**config.mk**
```make
export PLATFORM = sky130hd
export DESIGN_NAME = ram_burst_ctrl
export DESIGN_NICKNAME = d
export VERILOG_FILES = /design/src/rtl/ram_burst_ctrl.sv
export SDC_FILE = /design/constraint.sdc
export NUM_CORES = 1
export LEC_CHECK = 0
export ABC_AREA = 0
export BUFFER_PORTS_ARGS = -buffer_cell sky130_fd_sc_hd__buf_4
export CELL_PAD_IN_SITES_DETAIL_PLACEMENT = 1
export CELL_PAD_IN_SITES_GLOBAL_PLACEMENT = 1
export CORE_MARGIN = 2
export CORE_UTILIZATION = 29
export DETAILED_ROUTE_END_ITERATION = 8
export GPL_TIMING_DRIVEN = 0
export PLACE_DENSITY_LB_ADDON = 0.1
export SLEW_MARGIN = 20
export SYNTH_ARGS = -nofsm -noshare
export SYNTH_HDL_FRONTEND = slang
export SYNTH_SLANG_ARGS = --single-unit
```
**constraint.sdc**
```tcl
create_clock -name clk -period 2.6 [get_ports clk]
set_clock_uncertainty 0.1 [all_clocks]
set_input_delay 0.26 -clock clk [delete_from_list [all_inputs] [get_ports clk]]
set_output_delay 0.26 -clock clk [all_outputs]
set_load 0.01 [all_outputs]
```
**src/rtl/ram_burst_ctrl.sv**
```systemverilog
// Burst controller driving a single-port 64x16 RAM: one access per cycle, address auto-increment.
// Optional macro RAM_BURST_CTRL_BOUND_CHK_EN rejects bursts that would run past the top of the RAM.
module ram_burst_ctrl #(
    parameter int unsigned AW = 6,
    parameter int unsigned DW = 16,
    parameter int unsigned LW = 4
) (
    input  logic          clk,
    input  logic          rst,
    input  logic          ce,
    input  logic          req,
    input  logic          req_we,
    input  logic [AW-1:0] req_addr,
    input  logic [LW-1:0] req_len,
    input  logic [DW-1:0] wr_data,
    input  logic          wr_valid,
    output logic          wr_ready,
    output logic [DW-1:0] rd_data,
    output logic          rd_valid,
    output logic          busy,
    output logic          done,
    output logic          err,
    output logic [AW-1:0] ram_add,
    output logic [DW-1:0] ram_data_in,
    output logic          ram_r_w,
    output logic          ram_enable,
    output logic          ram_ce,
    input  logic [DW-1:0] ram_data_out
);

    typedef enum logic [1:0] {IDLE, WRITE, READ, DRAIN} state_t;

    state_t        state;
    logic [AW-1:0] cur_addr;
    logic [LW-1:0] remaining;
    logic          rd_valid_r;
    logic          done_r;
    logic          err_r;
    logic          write_fire;
    logic          read_fire;
    logic          out_of_range;

`ifdef RAM_BURST_CTRL_BOUND_CHK_EN
    logic [AW:0] burst_end;
    assign burst_end    = {1'b0, req_addr} + (AW+1)'(req_len) + (AW+1)'(1);
    assign out_of_range = burst_end > {1'b1, {AW{1'b0}}};
`else
    assign out_of_range = 1'b0;
`endif

    always_comb begin
        write_fire  = ce && (state == WRITE) && wr_valid;
        read_fire   = ce && (state == READ);
        wr_ready    = ce && (state == WRITE);
        ram_enable  = write_fire || read_fire;
        ram_r_w     = write_fire;
        ram_add     = cur_addr;
        ram_data_in = wr_data;
        ram_ce      = ce;
        rd_data     = ram_data_out;
        rd_valid    = rd_valid_r && ce;
        done        = done_r && ce;
        err         = err_r && ce;
    end

    always_ff @(posedge clk) begin
        if (rst) begin
            state      <= IDLE;
            cur_addr   <= '0;
            remaining  <= '0;
            rd_valid_r <= 1'b0;
            done_r     <= 1'b0;
            err_r      <= 1'b0;
            busy       <= 1'b0;
        end else if (ce) begin
            // RAM read data appears one cycle after the READ-state access
            rd_valid_r <= (state == READ);
            done_r     <= 1'b0;
            err_r      <= 1'b0;
            unique case (state)
                IDLE: begin
                    // a request landing on the done pulse is dropped
                    if (req && !done_r) begin
                        if (out_of_range) begin
                            err_r  <= 1'b1;
                            done_r <= 1'b1;
                        end else begin
                            cur_addr  <= req_addr;
                            remaining <= req_len;
                            busy      <= 1'b1;
                            state     <= req_we ? WRITE : READ;
                        end
                    end
                end
                WRITE: begin
                    if (wr_valid) begin
                        cur_addr <= cur_addr + 1'b1;
                        if (remaining == '0) begin
                            state  <= IDLE;
                            busy   <= 1'b0;
                            done_r <= 1'b1;
                        end else begin
                            remaining <= remaining - 1'b1;
                        end
                    end
                end
                READ: begin
                    cur_addr <= cur_addr + 1'b1;
                    if (remaining == '0) begin
                        state  <= DRAIN;
                        done_r <= 1'b1;
                    end else begin
                        remaining <= remaining - 1'b1;
                    end
                end
                DRAIN: begin
                    state <= IDLE;
                    busy  <= 1'b0;
                end
                default: state <= IDLE;
            endcase
        end
    end

endmodule

```
==> results of run 1 <==
[report_power, final]
group	internal (µW)	switching, µW	total, µW
Combinational	252	256	508
Clock	109	83.5	192
Sequential	264	38.2	302
Total	625	377	1000
[routing by layer]
layer | vias to the layer above | part of all wire [%]
met4 | 0 | 0
li1 | 645 | -
met3 | 0 | 7.5
met1 | 622 | 40
met2 | 62 | 53
met5 | - | 0
[critical path, stage by stage (launching register included)]
cell	delay [ps]
dfxtp_1	420
inv_1	110
ha_1	400
inv_1	110
clkbuf_1	390
a21oi_1	160
a311oi_1	290
[area by class of cell]
class | count | area, µm² | share of cell area [%]
multi-input cells | 97 | 672 | 36.6
repair buffers | 58 | 435 | 23.7
flip-flops and latches | 15 | 300 | 16.3
plain buffers | 41 | 290 | 15.8
well taps | 52 | 65.1 | 3.54
clock buffers | 4 | 45.0 | 2.45
inverters | 8 | 30.0 | 1.63
[synth_stat cells (all sizes together), types with 3 or more instances]
| cell | count | area [µm²] |
|---|---|---|
| nor3 | 4 | 20.0 |
| dfxtp | 15 | 300 |
| o21ai | 9 | 48.8 |
| nor2b | 4 | 25.0 |
| clkbuf | 5 | 18.8 |
| and2 | 5 | 31.3 |
| inv | 8 | 30.0 |
| nand2b | 3 | 18.8 |
| nor2 | 5 | 18.8 |
| ha | 8 | 100 |
| a21oi | 16 | 83.8 |
| or2 | 3 | 18.8 |
| buf | 36 | 272 |
| a311oi | 4 | 47.6 |
| nand2 | 10 | 37.5 |
| nand3 | 4 | 20.0 |
[layout by cell type, fill, tap and decap left out, types with 3 or more instances in the layout]
cell and instances:
ha_1 8, clkbuf_1 6, nand2_1 10, clkbuf_8 3, nand3_1 4, o21ai_1 7
nor2_1 5, inv_1 8, nand2b_1 3, nor3_1 4, buf_4 92, nor2b_1 4
dfxtp_1 15, a21oi_1 15, and2_1 5
[worst min-delay path by stage]
stage	from	endpoint	slack, ps	cells past startpoint
2_1_floorplan	rd_valid_r	rd_valid_r	340	2
3_3_place_gp	rd_valid_r	rd_valid_r	360	2
5_1_grt	req_we	state[1]	230	4
3_5_place_dp	rd_valid_r	rd_valid_r	360	2
6_report	req_we	state[1]	210	4
4_1_cts	req_we	state[1]	210	4
[cells by family (layout without fill, tap and decap cells)]
kind of cell | Yosys count | count (layout) | synth area share, %
buffers and inverters | 49 | 111 | 24.8
AO/OA/AOI/OAI | 43 | 43 | 24.1
AND/OR/NAND/NOR | 42 | 42 | 17.4
flip-flops | 15 | 15 | 23.2
adder cells (fa/ha/maj) | 8 | 8 | 7.74
multiplexers | 3 | 3 | 2.42
other | 1 | 1 | 0.290
[flip-flops by register name, indices dropped and copies added (netlist names)]
signal,flops
busy,1
done_r,1
ram_add,6
rd_valid_r,1
remaining,4
state,2
[stage by stage]
stage	setup slack [ps]	std cells	cell area (µm²)	utilization, %	hold WS, ps
floorplan	834	161	1290	-	340
global placement	576	271	1790	41.5	355
detailed placement	543	271	1790	41.5	364
CTS	511	275	1840	42.5	205
global route	345	275	1840	42.5	229
finish	522	275	1840	42.5	214
==> summary.md, run 1 <==
| Metric | Value |
|---|---|
| TritonCTS clock tree | `yes` |
| CTS root buffer | `clkbuf_8` |
| Synthesized area per cell | `8.03 µm²` |
| Drt drc | `0` |
| Crit share post-route | `about four fifths` |
| Leak pwr | `0.000871 µW` |
| DIE AREA | `5010 µm²` |
| CP max FO | `10` |
| ANT cells | `0` |
| Syn_nets | `~220` |
| Die Wd | `70.8 µm` |
| WP data required | `between 2000 and 3000 ps` |
| CORE AREA | `approximately 4300 µm²` |
| Fin crit period | `around 2100 ps` |
| Total vias in the final route | `between 1000 and 1500` |
| GP Congestion | `0.766` |
| DRT iter0 DRCs | `36` |
| Setup Buffers After CTS | `0` |
| Worst-path clk slew | `60 ps` |
| Reg-to-reg endpoint | `remaining[0]` |
| Final setup viols | `0` |
| Yosys warns | `0` |
| Total wire length | `about 3700 µm` |
| Die Height | `just over 70 µm` |
| GRT met3 Usage | `around 4.3%` |
| Cell Area, Synth | `~1300 µm²` |
| First-pass GRT wire length | `slightly below 6000 µm` |
| Number of gates resized after CTS | `0` |
| Initial antenna violation count | `0` |
| Critical path startpoint category | `register` |
| Num CTS Buffers | `3` |
| CTS H-tree depth | `1` |
| Slew Limit Fails | `0` |
| Reg2reg setup slack | `520 ps` |
| Gr busiest metal | `met2` |
| Unrepaired setup endpoints after global routing | `false` |
| Hold Buf Count CTS | `0` |
| Crit. Startpoint | `state[0]` |
| Avg WL per Cell | `between 10 and 15 µm` |
| Global Route Usage Sum | `between 10% and 20%` |
| Post-synthesis sequential element count | `15` |
| DR pass1 iterations | `5` |
| Sequential share of the synthesized area | `23.2%` |
| Outcome | `finished clean` |
| Clock tree buffer depth | `2` |
| Clock Latency Late Sink | `250 ps` |
| Vias in the first global route | `roughly 1400` |
| Area grow syn2layout | `42.2%` |
| Worst Setup EP | `remaining[0]` |
| CTS sink cnt | `15` |
| Fin nets | `between 200 and 300` |
| Number of flops mapped to enable cells by yosys | `0` |
| Count of final hold-check violations | `0` |
| Largest net degree at the start of global routing | `11` |
| Antenna-violating nets left | `0` |
| Initial Utilization | `29.9%` |
| Worst vdd ir | `approximately 0.30 mV` |
| Max Clk Rate | `approximately 480 MHz` |
| Power Density | `around 550 nW/µm²` |
| Number of top-level pins | `94` |
| Grt total ovfl | `0` |
| Met2 usage in global routing | `28.9%` |
| Max-slew headroom | `between 60% and 70%` |
| Predominant post-synthesis flop cell | `dfxtp_1` |
| Number of core rows | `24` |
| Post-DR vias/cell | `4.83` |
| FILL cells | `556` |
| HPWL after DPL | `3110 µm` |
| Setup crit end kind | `register` |
| Slew @ Worst Pin | `approximately 600 ps` |
| Reg2Reg Depth | `6` |
| Synth Instances | `161` |
| Synth unique cells | `between 40 and 50` |
| Layout cell share with drive strength beyond 1 | `between 40% and 50%` |
| Max Cap Viol | `0` |
| Worst R2R Start | `state[0]` |
| Port Buffers | `58` |
| GR Util met1 | `15.0%` |
| Min-delay worst type | `primary input to register` |
| Async SR Flop Fraction | `0%` |
| Post-layout power | `about 1000 µW` |
| WS Path Type | `register to register` |
| WP data arrival | `about 2100 ps` |
| Sum Neg Setup Slack | `0 ps` |
No activity file was read; power rests on OpenSTA's default activity.
==> run 2, diff against run 1 <==
--- a/config.mk
+++ b/config.mk
@@ -10,7 +10,7 @@
 export CELL_PAD_IN_SITES_DETAIL_PLACEMENT = 1
 export CELL_PAD_IN_SITES_GLOBAL_PLACEMENT = 1
 export CORE_MARGIN = 2
-export CORE_UTILIZATION = 29
+export CORE_UTILIZATION = 27
 export DETAILED_ROUTE_END_ITERATION = 8
 export GPL_TIMING_DRIVEN = 0
 export PLACE_DENSITY_LB_ADDON = 0.1
==> constraint.sdc (replaced) <==
create_clock -name clk -period 2.12 [get_ports clk]
set_clock_uncertainty 0.1 [all_clocks]
set_input_delay 0.212 -clock clk [delete_from_list [all_inputs] [get_ports clk]]
set_output_delay 0.212 -clock clk [all_outputs]
set_load 0.01 [all_outputs]
==> summary.md, run 2 (synthesis gave the netlist of run 1 again) <==
| Metric | Value |
|---|---|
| Fin nets | `roughly 280` |
| Setup Buffers After CTS | `0` |
| Die Height | `73.2 µm` |
| Global Route Usage Sum | `between 10% and 20%` |
| Setup crit end kind | `register` |
| HPWL after DPL | `~3400 µm` |
| Num CTS Buffers | `3` |
| Slew Limit Fails | `0` |
| Final setup viols | `0` |
| Max Cap Viol | `0` |
| Post-DR vias/cell | `4.75` |
| GP Congestion | `roughly 0.74` |
| CP max stage delay | `between 400 and 500 ps` |
| Avg WL per Cell | `around 15 µm` |
| FILL cells | `a little under 600` |
| Layout cell share with drive strength beyond 1 | `between 50% and 60%` |
| Port Buffers | `just under 60` |
| Slew @ Worst Pin | `roughly 560 ps` |
| Grt total ovfl | `0` |
| Fin cells | `between 200 and 300` |
| Max reg flops | `6` |
| CP max FO | `10` |
| Initial Utilization | `~28%` |
| WP data required | `2200 ps` |
| Unrepaired setup endpoints after global routing | `false` |
| Metal3 WL | `slightly below 200 µm` |
| Max Clk Rate | `513 MHz` |
| Worst-path clk slew | `70 ps` |
| CTS root buffer | `clkbuf_8` |
| Vias in the first global route | `around 1400` |
| WP data arrival | `between 2000 and 2500 ps` |
| Leak pwr | `just under 0.0009 µW` |
| Total wire length | `4050 µm` |
| First-pass GRT wire length | `about 6400 µm` |
| Drt drc | `0` |
| DIE AREA | `5360 µm²` |
| Outcome | `finished clean` |
| Clock tree buffer depth | `2` |
| Most frequent cells in the layout | `buf_4, a21oi_1, dfxtp_1` |
| Number of top-level pins | `94` |
| Buffers & Inverters on Critical Path | `2` |
| DRT iter0 DRCs | `27` |
| Count of final hold-check violations | `0` |
| CTS H-tree depth | `1` |
| CORE AREA | `approximately 4700 µm²` |
| Uppermost layer routed | `met4` |
| Placed insts | `about 270` |
| Metal-1 WL | `approximately 1500 µm` |
| Top Family by Delay on Critical Path | `compound AO/OA/AOI/OAI gates` |
| Total vias in the final route | `about 1300` |
| Worst vdd ir | `0.353 mV` |
| Hold Buf Count CTS | `0` |
| Crit-path slowest cell | `dfxtp_1` |
| Crit share post-route | `between 90% and 100%` |
| Wire length on met2 | `2350 µm` |
| Number of core rows | `25` |
| Min-delay worst type | `primary input to register` |
| Area grow syn2layout | `42.5%` |
| Power Density | `about 680 nW/µm²` |
| WS Path Type | `register to register` |
| Sum Neg Setup Slack | `0 ps` |
| Core Util, Final | `between 30% and 40%` |
| Initial antenna violation count | `0` |
| Largest net degree at the start of global routing | `11` |
| Critical path startpoint category | `register` |
| Post-layout power | `approximately 1200 µW` |
| ANT cells | `0` |
| Die Wd | `73.2 µm` |
| CTS sink cnt | `15` |
| Most common cell after layout, fill and taps aside | `buf_4` |
| Fin crit period | `approximately 2000 ps` |
| Crit path cell chain | `inv_1, ha_2, or2_1, o2111a_2, buf_6, a311oi_2` |
| Final instance area | `between 1500 and 2000 µm²` |
| Clock Latency Late Sink | `~260 ps` |
| Max-slew headroom | `62.6%` |
| Antenna-violating nets left | `0` |
| TritonCTS clock tree | `yes` |
| DR pass1 iterations | `4` |
| Post-DP Area | `approximately 1800 µm²` |
## run 2: cell types whose count changed in the layout (fill, tap and decap cells not counted)
cell | previous run | this run
clkbuf_1 | 6 | 3
clkbuf_2 | 0 | 1
clkinv_2 | 0 | 1
ha_1 | 8 | 7
ha_2 | 0 | 1
## run 2: final timing paths
| check | startpoint | to | slack [ps] | cells past startpoint |
|---|---|---|---|---|
| setup / recovery | state[0] | ram_add[0] | 170 | 6 |
| hold / removal | req_we | state[1] | 160 | 4 |
| hold reg to reg | rd_valid_r | rd_valid_r | 370 | 2 |
| setup reg to reg | state[0] | ram_add[0] | 170 | 6 |
## run 2: worst min-delay path: cells and delay by family
| family | cells | cell delay [ps] |
|---|---|---|
| compound gates | 2 | 130 |
| buf+inv | 1 | 80 |
| simple gates | 1 | 40 |
## run 2: stage by stage
stage | hold WS, ps | worst slack, ps
after floorplan | 312 | 354
after global placement | 349 | 93.6
after detailed placement | 361 | 44.8
after CTS | 160 | 48.8
after global routing | 176 | 23.6
final | 162 | 171
## run 2: layer usage
metal | global-route usage [%] | vias up
met5 | 0 | -
met4 | 2.88 | 0
met3 | 3.59 | 3
met2 | 28.9 | 38
met1 | 17.1 | 626
li1 | - | 645
## run 2: area by class of cell
type | count | area (µm²) | area share [%]
multi-input cells | 97 | 674 | 36.6
plain buffers | 40 | 288 | 15.6
well taps | 54 | 67.6 | 3.67
clock buffers | 3 | 41.3 | 2.24
clock inverters | 1 | 5.00 | 0.272
flip-flops and latches | 15 | 300 | 16.3
repair buffers | 58 | 435 | 23.6
inverters | 8 | 30.0 | 1.63
## run 2: power breakdown
part | total, µW | leakage [µW] | switching (µW) | internal, µW
clock network | 250 | 0.0000255 | 119 | 131
logic | 631 | 0.000726 | 320 | 311
registers | 368 | 0.000123 | 44.8 | 324
total | 1250 | 0.000874 | 484 | 766
## run 2: repair_timing
item | 4_1_cts | 5_1_grt
resized for setup | 0 | 3
setup endpoints to repair | 0 | 10
hold endpoints to repair | 0 | 0
